[src/rtl/imm_decode_ctrl.sv]
// ID-stage immediate decoder feeding a 2-entry skid buffer toward EX.
// Optional macro IMM_ILLEGAL_CHK_EN stores a per-entry illegal-opcode flag.
module imm_decode_ctrl #(
  parameter int PC_W    = 32,
  parameter int SHAMT_W = 5
) (
  input  logic            clk,
  input  logic            rst,
  input  logic            in_valid,
  output logic            in_ready,
  input  logic [31:0]     in_instr,
  input  logic [PC_W-1:0] in_pc,
  input  logic            flush,
  output logic            out_valid,
  input  logic            out_ready,
  output logic [31:0]     out_instr,
  output logic [PC_W-1:0] out_pc,
  output logic [5:0]      out_extop,
  output logic [31:0]     out_imm,
  output logic            out_illegal
);

  typedef enum logic [1:0] {EMPTY, ONE, TWO} state_t;

  typedef struct packed {
    logic [PC_W-1:0] pc;
    logic [31:0]     instr;
    logic [5:0]      extop;
    logic [31:0]     imm;
`ifdef IMM_ILLEGAL_CHK_EN
    logic            illegal;
`endif
  } entry_t;

  localparam logic [5:0] EXT_SHAMT = 6'b100000;
  localparam logic [5:0] EXT_I     = 6'b010000;
  localparam logic [5:0] EXT_S     = 6'b001000;
  localparam logic [5:0] EXT_B     = 6'b000100;
  localparam logic [5:0] EXT_U     = 6'b000010;
  localparam logic [5:0] EXT_J     = 6'b000001;

  state_t state;
  entry_t head, skid, dec;
  logic   push, pop;

  // Decode once on the way in; the buffer only ever moves finished entries.
  always_comb begin
    dec       = '0;
    dec.pc    = in_pc;
    dec.instr = in_instr;
    unique case (in_instr[6:0])
      7'b0010011: begin
        if (in_instr[13:12] == 2'b01) begin
          dec.extop = EXT_SHAMT;
          dec.imm   = {{(32-SHAMT_W){1'b0}}, in_instr[20 +: SHAMT_W]};
        end else begin
          dec.extop = EXT_I;
          dec.imm   = {{20{in_instr[31]}}, in_instr[31:20]};
        end
      end
      7'b0000011, 7'b1100111: begin
        dec.extop = EXT_I;
        dec.imm   = {{20{in_instr[31]}}, in_instr[31:20]};
      end
      7'b0100011: begin
        dec.extop = EXT_S;
        dec.imm   = {{20{in_instr[31]}}, in_instr[31:25], in_instr[11:7]};
      end
      7'b1100011: begin
        dec.extop = EXT_B;
        dec.imm   = {{19{in_instr[31]}}, in_instr[31], in_instr[7],
                     in_instr[30:25], in_instr[11:8], 1'b0};
      end
      7'b0110111, 7'b0010111: begin
        dec.extop = EXT_U;
        dec.imm   = {in_instr[31:12], 12'b0};
      end
      7'b1101111: begin
        dec.extop = EXT_J;
        dec.imm   = {{11{in_instr[31]}}, in_instr[31], in_instr[19:12],
                     in_instr[20], in_instr[30:21], 1'b0};
      end
      7'b0110011: ;
      default: begin
`ifdef IMM_ILLEGAL_CHK_EN
        dec.illegal = 1'b1;
`endif
      end
    endcase
  end

  assign push = in_valid & in_ready;
  assign pop  = out_valid & out_ready;

  always_ff @(posedge clk) begin
    if (rst) begin
      state     <= EMPTY;
      out_valid <= 1'b0;
      in_ready  <= 1'b1;
      head      <= '0;
      skid      <= '0;
    end else if (flush) begin
      state     <= EMPTY;
      out_valid <= 1'b0;
      in_ready  <= 1'b1;
    end else begin
      unique case (state)
        EMPTY: begin
          if (push) begin
            head      <= dec;
            state     <= ONE;
            out_valid <= 1'b1;
          end
        end
        ONE: begin
          if (push && pop) begin
            head <= dec;
          end else if (push) begin
            skid     <= dec;
            state    <= TWO;
            in_ready <= 1'b0;
          end else if (pop) begin
            state     <= EMPTY;
            out_valid <= 1'b0;
          end
        end
        TWO: begin
          if (pop) begin
            head     <= skid;
            state    <= ONE;
            in_ready <= 1'b1;
          end
        end
        default: begin
          state     <= EMPTY;
          out_valid <= 1'b0;
          in_ready  <= 1'b1;
        end
      endcase
    end
  end

  assign out_instr = head.instr;
  assign out_pc    = head.pc;
  assign out_extop = head.extop;
  assign out_imm   = head.imm;
`ifdef IMM_ILLEGAL_CHK_EN
  assign out_illegal = head.illegal;
`else
  assign out_illegal = 1'b0;
`endif

endmodule

[config.mk]
export PLATFORM = sky130hd
export DESIGN_NAME = imm_decode_ctrl
export DESIGN_NICKNAME = d
export VERILOG_FILES = /design/src/rtl/imm_decode_ctrl.sv
export SDC_FILE = /design/constraint.sdc
export NUM_CORES = 1
export LEC_CHECK = 0
export CAP_MARGIN = 20
export CORE_MARGIN = 3
export CORE_UTILIZATION = 55
export CTS_CLUSTER_DIAMETER = 200
export CTS_CLUSTER_SIZE = 30
export DETAILED_ROUTE_END_ITERATION = 6
export DONT_BUFFER_PORTS = 1
export PLACE_DENSITY = 0.66
export SLEW_MARGIN = 20
export SYNTH_ARGS = -nofsm -noshare
export SYNTH_HDL_FRONTEND = slang
export SYNTH_SLANG_ARGS = --single-unit
[constraint.sdc]
create_clock -name clk -period 2.05 [get_ports clk]
set_input_delay 0.41 -clock clk [delete_from_list [all_inputs] [get_ports clk]]
set_output_delay 0.41 -clock clk [all_outputs]
set_load 0.005 [all_outputs]
==> results.ini <==
[status]
outcome = completed

[die]
die_w_um = 131
die_y_um = 131
num_rows = 44
dieArea_um2 = 17100
initial_core_util = 0.574
design.core.area_um2 = 14900
pin_count = 174

[yosys]
synth_top_family_by_area = simple AND/OR/NAND/NOR gates
synth_simple_gate_area_share = 0.235
synth_fa_ha_area_frac = 0
syn_inst = 1080
syn_area_um2 = 8540
synth.area.mux_share = 0
yosysWarnings = 0
synth-main-ff-cell = dfxtp_1
synth_edf_count = 0
syn_avg_cell_area_um2 = 7.91
synth_nets = 1149
synth_seq_cells = 208
synthXorXnorAreaFrac = 0.00103
async_reset_ff_frac = 0
synth_compound_area_frac = 0.226
synth_seq_area_share = 0.488
yosysUniqueCellTypes = 49

[cells_and_area]
fill_cells = 1403
final_cell_mix = 331 x nand2_1, 208 x dfxtp_1, 115 x nor2_1, 92 x a21oi_1, 76 x a311oi_1
final_common_cell = nand2_1
diodes = 0
nets = 1101
layout-drive-gt1-share = 0.0678
syn2layout_area_growth_pct = 6.26

[global_routing]
track_usage = 0.244
grt_overflow = 0
grt_pass1_wl_um = 34200
grt_max_degree = 200
grt_pass1_vias = 6419
antenna_found_initial = 0

[setup_path]
end_kind = flip-flop
critPathRequiredTime_ps = 2420
cpPeakStageDelay_ps = 390
cp_num_buf_inv = 2
critPathLaunchType = flip-flop
crit_arrival_ps = 2240
critPathMaxFanout = 27
crit_family = compound AO/OA/AOI/OAI gates
worstSetupStartpoint = state[1]$_SDFFE_PP0P_
r2r-start = state[1]$_SDFFE_PP0P_
setup.worst_path.class = flip-flop to flip-flop
crit_chain = nand4bb_2 > o32ai_4 > buf_12 > buf_4 > nor2_1 > a311oi_1
slowest_stage = dfxtp_1

[sta]
period_needed_ps = 1870
rsz0062_at_grt = false
skew_ps = 13.4
slew-limit-headroom = 0.471
final.setup.tns_ps = 0
slew_viol_final = 0
period_share = 0.910
max_freq_mhz = 536
finalSetupViolations = 0
hold_violations = 0
worst_pin_slew_ps = 791
finalWorstSetupSlack_ps = 185

[clock_network]
path_clk_slew_ps = 110
holdBufCountCts = 0
numCtsBuffers = 10
htreeDepth = 1
clock-sinks = 208
worstSkewPairLatency_ps = 460
cts_root_buffer = clkbuf_16
clk_path_buf_depth = 3
cts_tree = yes

[place]
dp_hpwl_um = 14000
place_congestion = 0.823
dp_slack_ps = 92.3
numPortBuffers = 0

[power_and_ir_drop]
p_leak_nw = 3.04
p_per_area_nw_per_um2 = 779
vdd_drop_max_uv = 542

[detailed_routing]
drt-initial-drc-count = 698
drt-total-wl_um = 21800
antenna_left = 0
drc = 0
vias = 7206
dr.pass1.iters = 4
wl_per_cell_um = 17.9
viasPerCell = 5.93

[hold_path]
hold_class = primary input to flip-flop
min_from = rst

[run]
drv_cap = 0

==> path summary, 6_finish.rpt <==
path                            slack [ps]  cells after the start                         end
worst max-delay path                   180                      6  out_instr[31]$_SDFFE_PP0P_
worst min-delay path                    10                      1        skid[7]$_SDFFE_PP0P_
worst max register to register         180                      6  out_instr[31]$_SDFFE_PP0P_
worst min register to register         450                      2        skid[7]$_SDFFE_PP0P_
==> synth_stat cells, drive strengths merged, types with 2 or more instances <==
| cell type | count | share of area |
|---|---|---|
| a211oi | 25 | 0.022 |
| a21boi | 2 | 0.0031 |
| a21o | 5 | 0.0044 |
| a21oi | 93 | 0.055 |
| a221oi | 11 | 0.017 |
| a22oi | 5 | 0.0044 |
| a311oi | 77 | 0.080 |
| and2 | 6 | 0.0047 |
| and3 | 8 | 0.0059 |
| and4b | 2 | 0.0023 |
| and4bb | 2 | 0.0029 |
| buf | 30 | 0.021 |
| clkbuf | 64 | 0.028 |
| dfxtp | 208 | 0.49 |
| inv | 2 | 0.00088 |
| nand2 | 331 | 0.15 |
| nand3 | 12 | 0.0070 |
| nand3b | 2 | 0.0022 |
| nand4 | 3 | 0.0022 |
| nor2 | 118 | 0.052 |
| nor2b | 2 | 0.0015 |
| nor3 | 4 | 0.0023 |
| o211ai | 2 | 0.0018 |
| o21ai | 43 | 0.025 |
| o22ai | 8 | 0.0059 |
| o31ai | 2 | 0.0018 |
==> layer usage <==
metal | global-route usage | routed length, µm | vias to the layer above
met5 | 0 | 0 | -
met2 | 0.377 | 10000 | 195
met3 | 0.0650 | 1840 | 14
li1 | - | - | 3624
met1 | 0.354 | 9750 | 3373
met4 | 0.0321 | 196 | 0
==> registers in the layout, summed over array words and instances, names as in the netlist <==
signal and flops:
out_valid 1, out_pc 32, out_extop 6, skid 102, out_instr 32, out_imm 32
state 2, in_ready 1
==> power by group <==
part / switching (mW) / internal (mW) / leakage (nW) / total (mW)
Clock: 1.22 / 1.01 / 0.143 / 2.22
Sequential: 0.121 / 4.20 / 1.69 / 4.32
Combinational: 0.296 / 0.231 / 1.21 / 0.527
Total: 1.63 / 5.43 / 3.04 / 7.07
==> logic make-up after synthesis <==
kind of cell           count (synthesis)
buffers and inverters                 96
flip-flops                           208
AND/OR/NAND/NOR                      496
other                                  1
XOR/XNOR                               1
AO/OA/AOI/OAI                        278
==> timing repair <==
| action | 4_1_cts | 5_1_grt |
|---|---|---|
| resized for setup | 0 | 2 |
| hold endpoints to repair | 0 | 0 |
| setup endpoints to repair | 0 | 57 |
| setup buffers | 0 | 1 |
==> layout make-up <==
cell class	instances	area [µm²]	area share
flip-flops and latches	208	4160	0.459
multi-input cells	776	3990	0.440
repair buffers	34	389	0.0429
clock buffers	12	289	0.0319
well taps	184	230	0.0254
inverters	2	7.51	0.000827
==> stage by stage <==
| stage | cells | utilization | hold slack [ps] | total power, mW | cell area, µm² |
|---|---|---|---|---|---|
| floorplan | 1080 | - | 427 | 4.83 | 8540 |
| global placement | 1202 | 0.588 | 429 | 4.92 | 8740 |
| detailed placement | 1202 | 0.588 | 433 | 4.93 | 8740 |
| CTS | 1214 | 0.608 | 6.14 | 7.13 | 9030 |
| global route | 1216 | 0.610 | 5.95 | 7.37 | 9070 |
| finish | 1216 | 0.610 | 9.61 | 7.07 | 9070 |
Power figures use the tool's default switching activity.
